<file path="config.mk">
export PLATFORM = sky130hd
export DESIGN_NAME = serv_ctrl_wide
export DESIGN_NICKNAME = d
export VERILOG_FILES = /design/src/rtl/serv_ctrl_wide.sv
export SDC_FILE = /design/constraint.sdc
export NUM_CORES = 1
export LEC_CHECK = 0
export ABC_CLOCK_PERIOD_IN_PS = 2050
export BUFFER_PORTS_ARGS = -buffer_cell sky130_fd_sc_hd__buf_2
export CAP_MARGIN = 40
export CORE_UTILIZATION = 46
export DETAILED_ROUTE_END_ITERATION = 8
export PLACE_DENSITY = 0.82
export SYNTH_ARGS = -nofsm -noshare
export SYNTH_HDL_FRONTEND = slang
export SYNTH_SLANG_ARGS = --single-unit
</file>
<file path="constraint.sdc">
create_clock -name clk -period 2.05 [get_ports clk]
set_input_delay 0 -clock clk [delete_from_list [all_inputs] [get_ports clk]]
set_output_delay 0 -clock clk [all_outputs]
set_load 0.03 [all_outputs]
</file>
<file path="src/rtl/serv_ctrl_wide.sv">
// PC/control unit that updates the 32-bit program counter W bits per beat.
// Produces the next fetch address, the rd writeback stream and a misaligned-target flag.
`timescale 1ns/1ps
module serv_ctrl_wide #(
    parameter logic [31:0] RESET_PC   = 32'd0,
    parameter int          W          = 1,
    parameter bit          COMPRESSED = 1'b1
) (
    input  logic         clk,
    input  logic         i_rst_n,
    input  logic         i_start,
    input  logic         i_pc_en,
    input  logic         i_jump,
    input  logic         i_jal_or_jalr,
    input  logic         i_utype,
    input  logic         i_pc_rel,
    input  logic         i_trap,
    input  logic         i_iscomp,
    input  logic [W-1:0] i_imm,
    input  logic [W-1:0] i_buf,
    input  logic [W-1:0] i_csr_pc,
    output logic [W-1:0] o_rd,
    output logic         o_busy,
    output logic         o_done,
    output logic         o_bad_pc,
    output logic [31:0]  o_ibus_adr
);
    // state | meaning
    // IDLE  | o_ibus_adr holds the fetch address, waiting for i_start
    // RUN   | one W-bit beat per cycle, PC rotating through the datapath
    localparam int N  = 32 / W;
    localparam int CW = (N > 1) ? $clog2(N) : 1;
    localparam int W1 = W + 1;

    typedef enum logic {IDLE, RUN} state_e;

    state_e        state_q, state_d;
    logic [CW-1:0] cnt_q, cnt_d;
    logic [31:0]   adr_q, adr_d;
    logic          cy4_q, cy4_d;
    logic          cyo_q, cyo_d;
    logic          bad_q, bad_d;

    logic [W-1:0]  pc, inc_s, off_a, off_b, csr_clr, aligned, pc_inc, pc_off, new_pc;
    logic [W-1:0]  bit0_m, bit1_m, imm_keep;
    logic [W:0]    sum_inc, sum_off;
    logic          inc_two, last;

    // Per-bit masks derived from the absolute bit index of this beat.
    always_comb begin
        bit0_m   = '0;
        bit1_m   = '0;
        imm_keep = '0;
        inc_s    = '0;
        inc_two  = i_iscomp && COMPRESSED;
        for (int j = 0; j < W; j++) begin
            bit0_m[j]   = (int'(cnt_q) * W + j == 0);
            bit1_m[j]   = (int'(cnt_q) * W + j == 1);
            imm_keep[j] = (int'(cnt_q) * W + j >= 12);
            if (int'(cnt_q) * W + j == 1)
                inc_s[j] = inc_two;
            else if (int'(cnt_q) * W + j == 2)
                inc_s[j] = !inc_two;
        end
    end

    always_comb begin
        pc      = adr_q[W-1:0];
        off_a   = i_pc_rel ? pc : '0;
        off_b   = i_utype ? (i_imm & imm_keep) : i_buf;
        sum_inc = {1'b0, pc} + {1'b0, inc_s} + W1'(cy4_q);
        sum_off = {1'b0, off_a} + {1'b0, off_b} + W1'(cyo_q);
        pc_inc  = sum_inc[W-1:0];
        pc_off  = sum_off[W-1:0];
        aligned = pc_off & ~bit0_m;
        csr_clr = i_csr_pc & ~bit0_m;
        if (!i_pc_en)
            new_pc = pc;
        else if (i_trap)
            new_pc = csr_clr;
        else if (i_jump)
            new_pc = aligned;
        else
            new_pc = pc_inc;
    end

    assign last = (state_q == RUN) && (cnt_q == CW'(N - 1));

    always_comb begin
        state_d = state_q;
        cnt_d   = cnt_q;
        adr_d   = adr_q;
        cy4_d   = cy4_q;
        cyo_d   = cyo_q;
        bad_d   = bad_q;
        case (state_q)
            IDLE: begin
                if (i_start) begin
                    state_d = RUN;
                    cnt_d   = '0;
                    cy4_d   = 1'b0;
                    cyo_d   = 1'b0;
                    bad_d   = 1'b0;
                end
            end
            RUN: begin
                adr_d = {new_pc, adr_q[31:W]};
                cy4_d = last ? 1'b0 : sum_inc[W];
                cyo_d = last ? 1'b0 : sum_off[W];
                if (!COMPRESSED && i_jump && !i_trap && |(aligned & bit1_m))
                    bad_d = 1'b1;
                if (last) begin
                    state_d = IDLE;
                    cnt_d   = '0;
                end else begin
                    cnt_d = cnt_q + CW'(1);
                end
            end
            default: state_d = IDLE;
        endcase
    end

    always_ff @(posedge clk) begin
        if (!i_rst_n) begin
            state_q <= IDLE;
            cnt_q   <= '0;
            adr_q   <= RESET_PC;
            cy4_q   <= 1'b0;
            cyo_q   <= 1'b0;
            bad_q   <= 1'b0;
        end else begin
            state_q <= state_d;
            cnt_q   <= cnt_d;
            adr_q   <= adr_d;
            cy4_q   <= cy4_d;
            cyo_q   <= cyo_d;
            bad_q   <= bad_d;
        end
    end

    assign o_rd       = (state_q == RUN) ? ((aligned & {W{i_utype}}) | (pc_inc & {W{i_jal_or_jalr}})) : '0;
    assign o_busy     = (state_q == RUN);
    assign o_done     = last;
    assign o_bad_pc   = bad_q;
    assign o_ibus_adr = adr_q;
endmodule

</file>
==> impl_metrics.tcl <==
set metrics [dict create \
    gr-usage-met1_pct 19.87 \
    tns_ns -0.09397 \
    cts_buffer_depth 2 \
    crit_chain "inv_4, buf_4, buf_4, buf_4, buf_4, ha_1, or4b_4, a32oi_1, nor2_1, buf_4" \
    drive_above_1_share_pct 35.62 \
    overflow 0 \
    dieHeight_um 64.46 \
    p_leak_uw 0.001023 \
    cts.sinks 40 \
    finalHoldViolations 0 \
    rsz0062_at_grt "yes" \
    globalRouteMet3Util_pct 5.634 \
    path_clk_slew_ns 0.07 \
    crit_path_end_kind "output pin" \
    min_delay_path_depth 3 \
    violations "setup timing" \
    die_w_um 64.46 \
    totalWireLength_um 3437 \
    synthXorXnorAreaFrac_pct 0.4881 \
    grt_pass1_wl_um 5388 \
    final_antenna_net_count 0 \
    cp_max_fo 5 \
    core-area_um2 3689 \
    rrSetupSlack_ns 0 \
    p_sw_uw 349.9 \
    drc_errors 0 \
    yosysWarnings 0 \
    cp_slowest_cell "or4b_4" \
    whs_ns 0.1162 \
    synth_compound_area_share_pct 5.858 \
    finalWeightedCongestion 0.7856 \
    fin_worst_skew_ns 0.006809 \
    fmax_ghz 0.4664 \
    fp.dieArea_um2 4154 \
    antenna_found_initial 0 \
    grt_use_met2_pct 27.89 \
    top_usage_layer "met2" \
    p_int_uw 1136 \
    slew_viol_final 0 \
    wl_per_cell_um 12.23 \
    io_buffers 47 \
    num_antenna_cells 0 \
    root_buffer "clkbuf_8" \
    dp_cells 263 \
    syn_inst 174 \
    area_delta_synth_final_pct 29.01 \
    r2r_end "cy4_q" \
    path_buf_inv 6 \
    ir_worst_vdd_v 0.0005044 \
    r2r_start "cnt_q[1]" \
    tritoncts "yes" \
    synth_nets 194 \
    crit_family "buffers and inverters" \
    cp.arrival_ns 2.14 \
    synth_top_family_by_area "simple AND/OR/NAND/NOR gates" \
    ys_seq_area_share_pct 44.63 \
    post-route-min-period_ns 2.144 \
    num_rows 22 \
    seqPwrFrac_pct 53.6 \
    synth_cell_types 28 \
    final.fill_count 324 \
    dp_hpwl_um 2210 \
    synthMuxAreaShare_pct 17.29 \
    multi_input_area_um2 979.7 \
    fin_nets 252 \
    hold_start "i_start" \
    critPathKind "reg2out" \
    hold-path-endpoint "o_busy" \
    required_ns 2.05 \
    cts.htree.levels 2 \
    max_stage_delay_ns 0.47 \
    grt_start_max_net_pins 41 \
    num_vias 1361 \
    globalRouteTotalUtil_pct 16.88 \
    status "finished with violations" \
    pre_cts_ws_ns -0.01130 \
    hp-class "in2reg" \
    ioPinCount 49 \
    regArea_um2 807.0 \
    grt_pass1_vias 1247 \
    reg2reg_depth 10 \
    synth.ff_latch_count 40 \
    syn-cell-area_um2 1794 \
    post-route-period-util_pct 104.6 \
    setup_slack_ns -0.09397 \
    yosys.area_share.simple_pct 21.90 \
    cap_violations 0 \
    worst_slew_pin_slew_ns 0.5269 \
    p_clk_share_pct 35.9 \
    clkLatencyLatePin_ns 0.29 \
    syn_avg_cell_area_um2 10.31 \
    synth_fa_ha_area_share_pct 5.718 \
    dr.pass1.iters 4 \
    start_kind "flop" \
    start_util_pct 48.64 \
    final_cell_count_no_fill 281 \
    drt_iter0_drc 22 \
    setup_violations 1 \
    path_common_cell "buf_4" \
    swShare_pct 23.55 \
    p_comb_share_pct 10.5 \
    max_slew_margin_pct 64.88 \
    via_per_inst 4.843 \
    cts_buffers 5 \
    power.density_nw_per_um2 641.8 \
]
## cell families (layout without fill, tap and decap cells)
logic type	count (synthesis)	after routing
muxes	31	31
adders and majority gates	7	7
buffers and inverters	16	75
DFF	40	40
other	1	1
and+or+nand+nor	61	61
xor gates and xnor gates	1	1
AOI/OAI and AO/OA	17	17
## cell usage in the layout, fill, tap and decap left out
cell type | synthesis | final
nor3b_4 | 0 | 1
xor2_1 | 1 | 1
and2_1 | 3 | 3
inv_1 | 5 | 3
buf_4 | 1 | 14
a21oi_2 | 0 | 1
a32oi_1 | 1 | 1
or4b_4 | 0 | 1
dlygate4sd3_1 | 0 | 1
o31a_1 | 1 | 1
conb_1 | 1 | 1
ha_1 | 5 | 3
nor4_1 | 2 | 1
buf_6 | 0 | 1
o21ai_0 | 2 | 2
nor2b_2 | 1 | 1
nor4_2 | 0 | 1
a21oi_1 | 9 | 8
buf_2 | 5 | 46
dfxtp_4 | 0 | 1
nand3_1 | 2 | 2
clkbuf_8 | 0 | 6
o31ai_1 | 1 | 1
nor2b_1 | 38 | 38
fa_1 | 2 | 2
dfxtp_1 | 40 | 37
and3b_1 | 1 | 1
clkbuf_1 | 5 | 2
inv_2 | 0 | 1
and3_2 | 2 | 2
dfxtp_2 | 0 | 2
inv_4 | 0 | 1
nor3b_1 | 8 | 7
ha_4 | 0 | 2
nor2_1 | 3 | 3
mux2i_1 | 31 | 31
o21a_1 | 1 | 1
a221oi_2 | 0 | 1
a21o_2 | 1 | 1
## power groups by stage
| stage | registers [uW] | logic (uW) | clock network, uW |
|---|---|---|---|
| after floorplan | 811 | 96.2 | 0 |
| after global placement | 812 | 126 | 0 |
| after detailed placement | 813 | 127 | 0 |
| after CTS | 795 | 143 | 554 |
| after global routing | 797 | 166 | 591 |
| final | 796 | 156 | 534 |
## final cells by class
cell class / count / area share, %
clock buffer: 8 / 3.892
tap: 48 / 2.595
inverter: 5 / 0.9189
timing repair buffer: 62 / 15.41
multi-input combinational: 118 / 42.32
sequential: 40 / 34.86
## worst max path at each step
stage,start,endpoint,slack [ns],cells past startpoint
4_1_cts,cnt_q[1],o_rd,-0.13,9
6_report,cnt_q[0],o_rd,-0.09,10
5_1_grt,cnt_q[0],o_rd,-0.22,9
2_1_floorplan,cnt_q[1],o_ibus_adr[31],0.08,8
3_3_place_gp,cnt_q[1],o_ibus_adr[31],0.05,8
3_5_place_dp,cnt_q[1],o_ibus_adr[31],-0.01,8
## state kept, by name, indices dropped and copies added (netlist names)
register    count
o_ibus_adr     32
cnt_q           5
cy4_q           1
cyo_q           1
o_busy          1
## synthesized netlist by cell type
| cell | n | area [um2] |
|---|---|---|
| nor3b_1 | 8 | 60.06 |
| and2_1 | 3 | 18.77 |
| a32oi_1 | 1 | 8.760 |
| buf_2 | 5 | 25.02 |
| dfxtp_1 | 40 | 800.8 |
| xor2_1 | 1 | 8.760 |
| buf_4 | 1 | 7.510 |
| or4b_1 | 1 | 10.01 |
| o21ai_0 | 2 | 10.01 |
| conb_1 | 1 | 3.750 |
| ha_1 | 5 | 62.56 |
| and3_2 | 2 | 15.01 |
| and3b_1 | 1 | 8.760 |
| o21a_1 | 1 | 7.510 |
| o31ai_1 | 1 | 7.510 |
| nor2_1 | 3 | 11.26 |
| inv_1 | 5 | 18.77 |
| a21oi_1 | 9 | 45.04 |
| nand3_1 | 2 | 10.01 |
| nor4_1 | 2 | 12.51 |
| a21o_2 | 1 | 8.760 |
| o31a_1 | 1 | 8.760 |
| nor2b_1 | 38 | 237.7 |
| nor2b_2 | 1 | 8.760 |
| mux2i_1 | 31 | 310.3 |
| fa_1 | 2 | 40.04 |
| clkbuf_1 | 5 | 18.77 |
| a221oi_1 | 1 | 8.760 |
## stage by stage
stage / area [um2] / util, % / power (uW)
after CTS: 2270 / 61.53 / 1492
final: 2315 / 62.75 / 1486
after global placement: 2077 / 56.31 / 937.8
after global routing: 2315 / 62.75 / 1554
after floorplan: 1794 / - / 907.0
after detailed placement: 2077 / 56.31 / 939.8
## routing by layer
metal  share of wire, %  vias to the layer above
met4                1.9                        0
met1                 47                      620
met2                 46                       34
li1                   -                      701
met5                  0                        -
met3                5.2                        6
## worst reg2reg max path: stages, from the launching register on
cell and delay [ns]:
dfxtp_2 0.33, buf_6 0.11, buf_4 0.12, buf_4 0.13, ha_1 0.19, and3_2 0.21
ha_1 0.24, nor2b_2 0.27, buf_4 0.17, a21oi_1 0.06, nor2b_1 0.15
## timing repair
| action | CTS | global route |
|---|---|---|
| endpoints found under the hold margin | 1 | 0 |
| hold buffers | 1 | 0 |
| pin swaps | 6 | 8 |
| endpoints found under the setup margin | 2 | 2 |
| gates resized for setup | 13 | 5 |
| buffers inserted | 6 | 4 |
(Power assumes the default switching activity.)
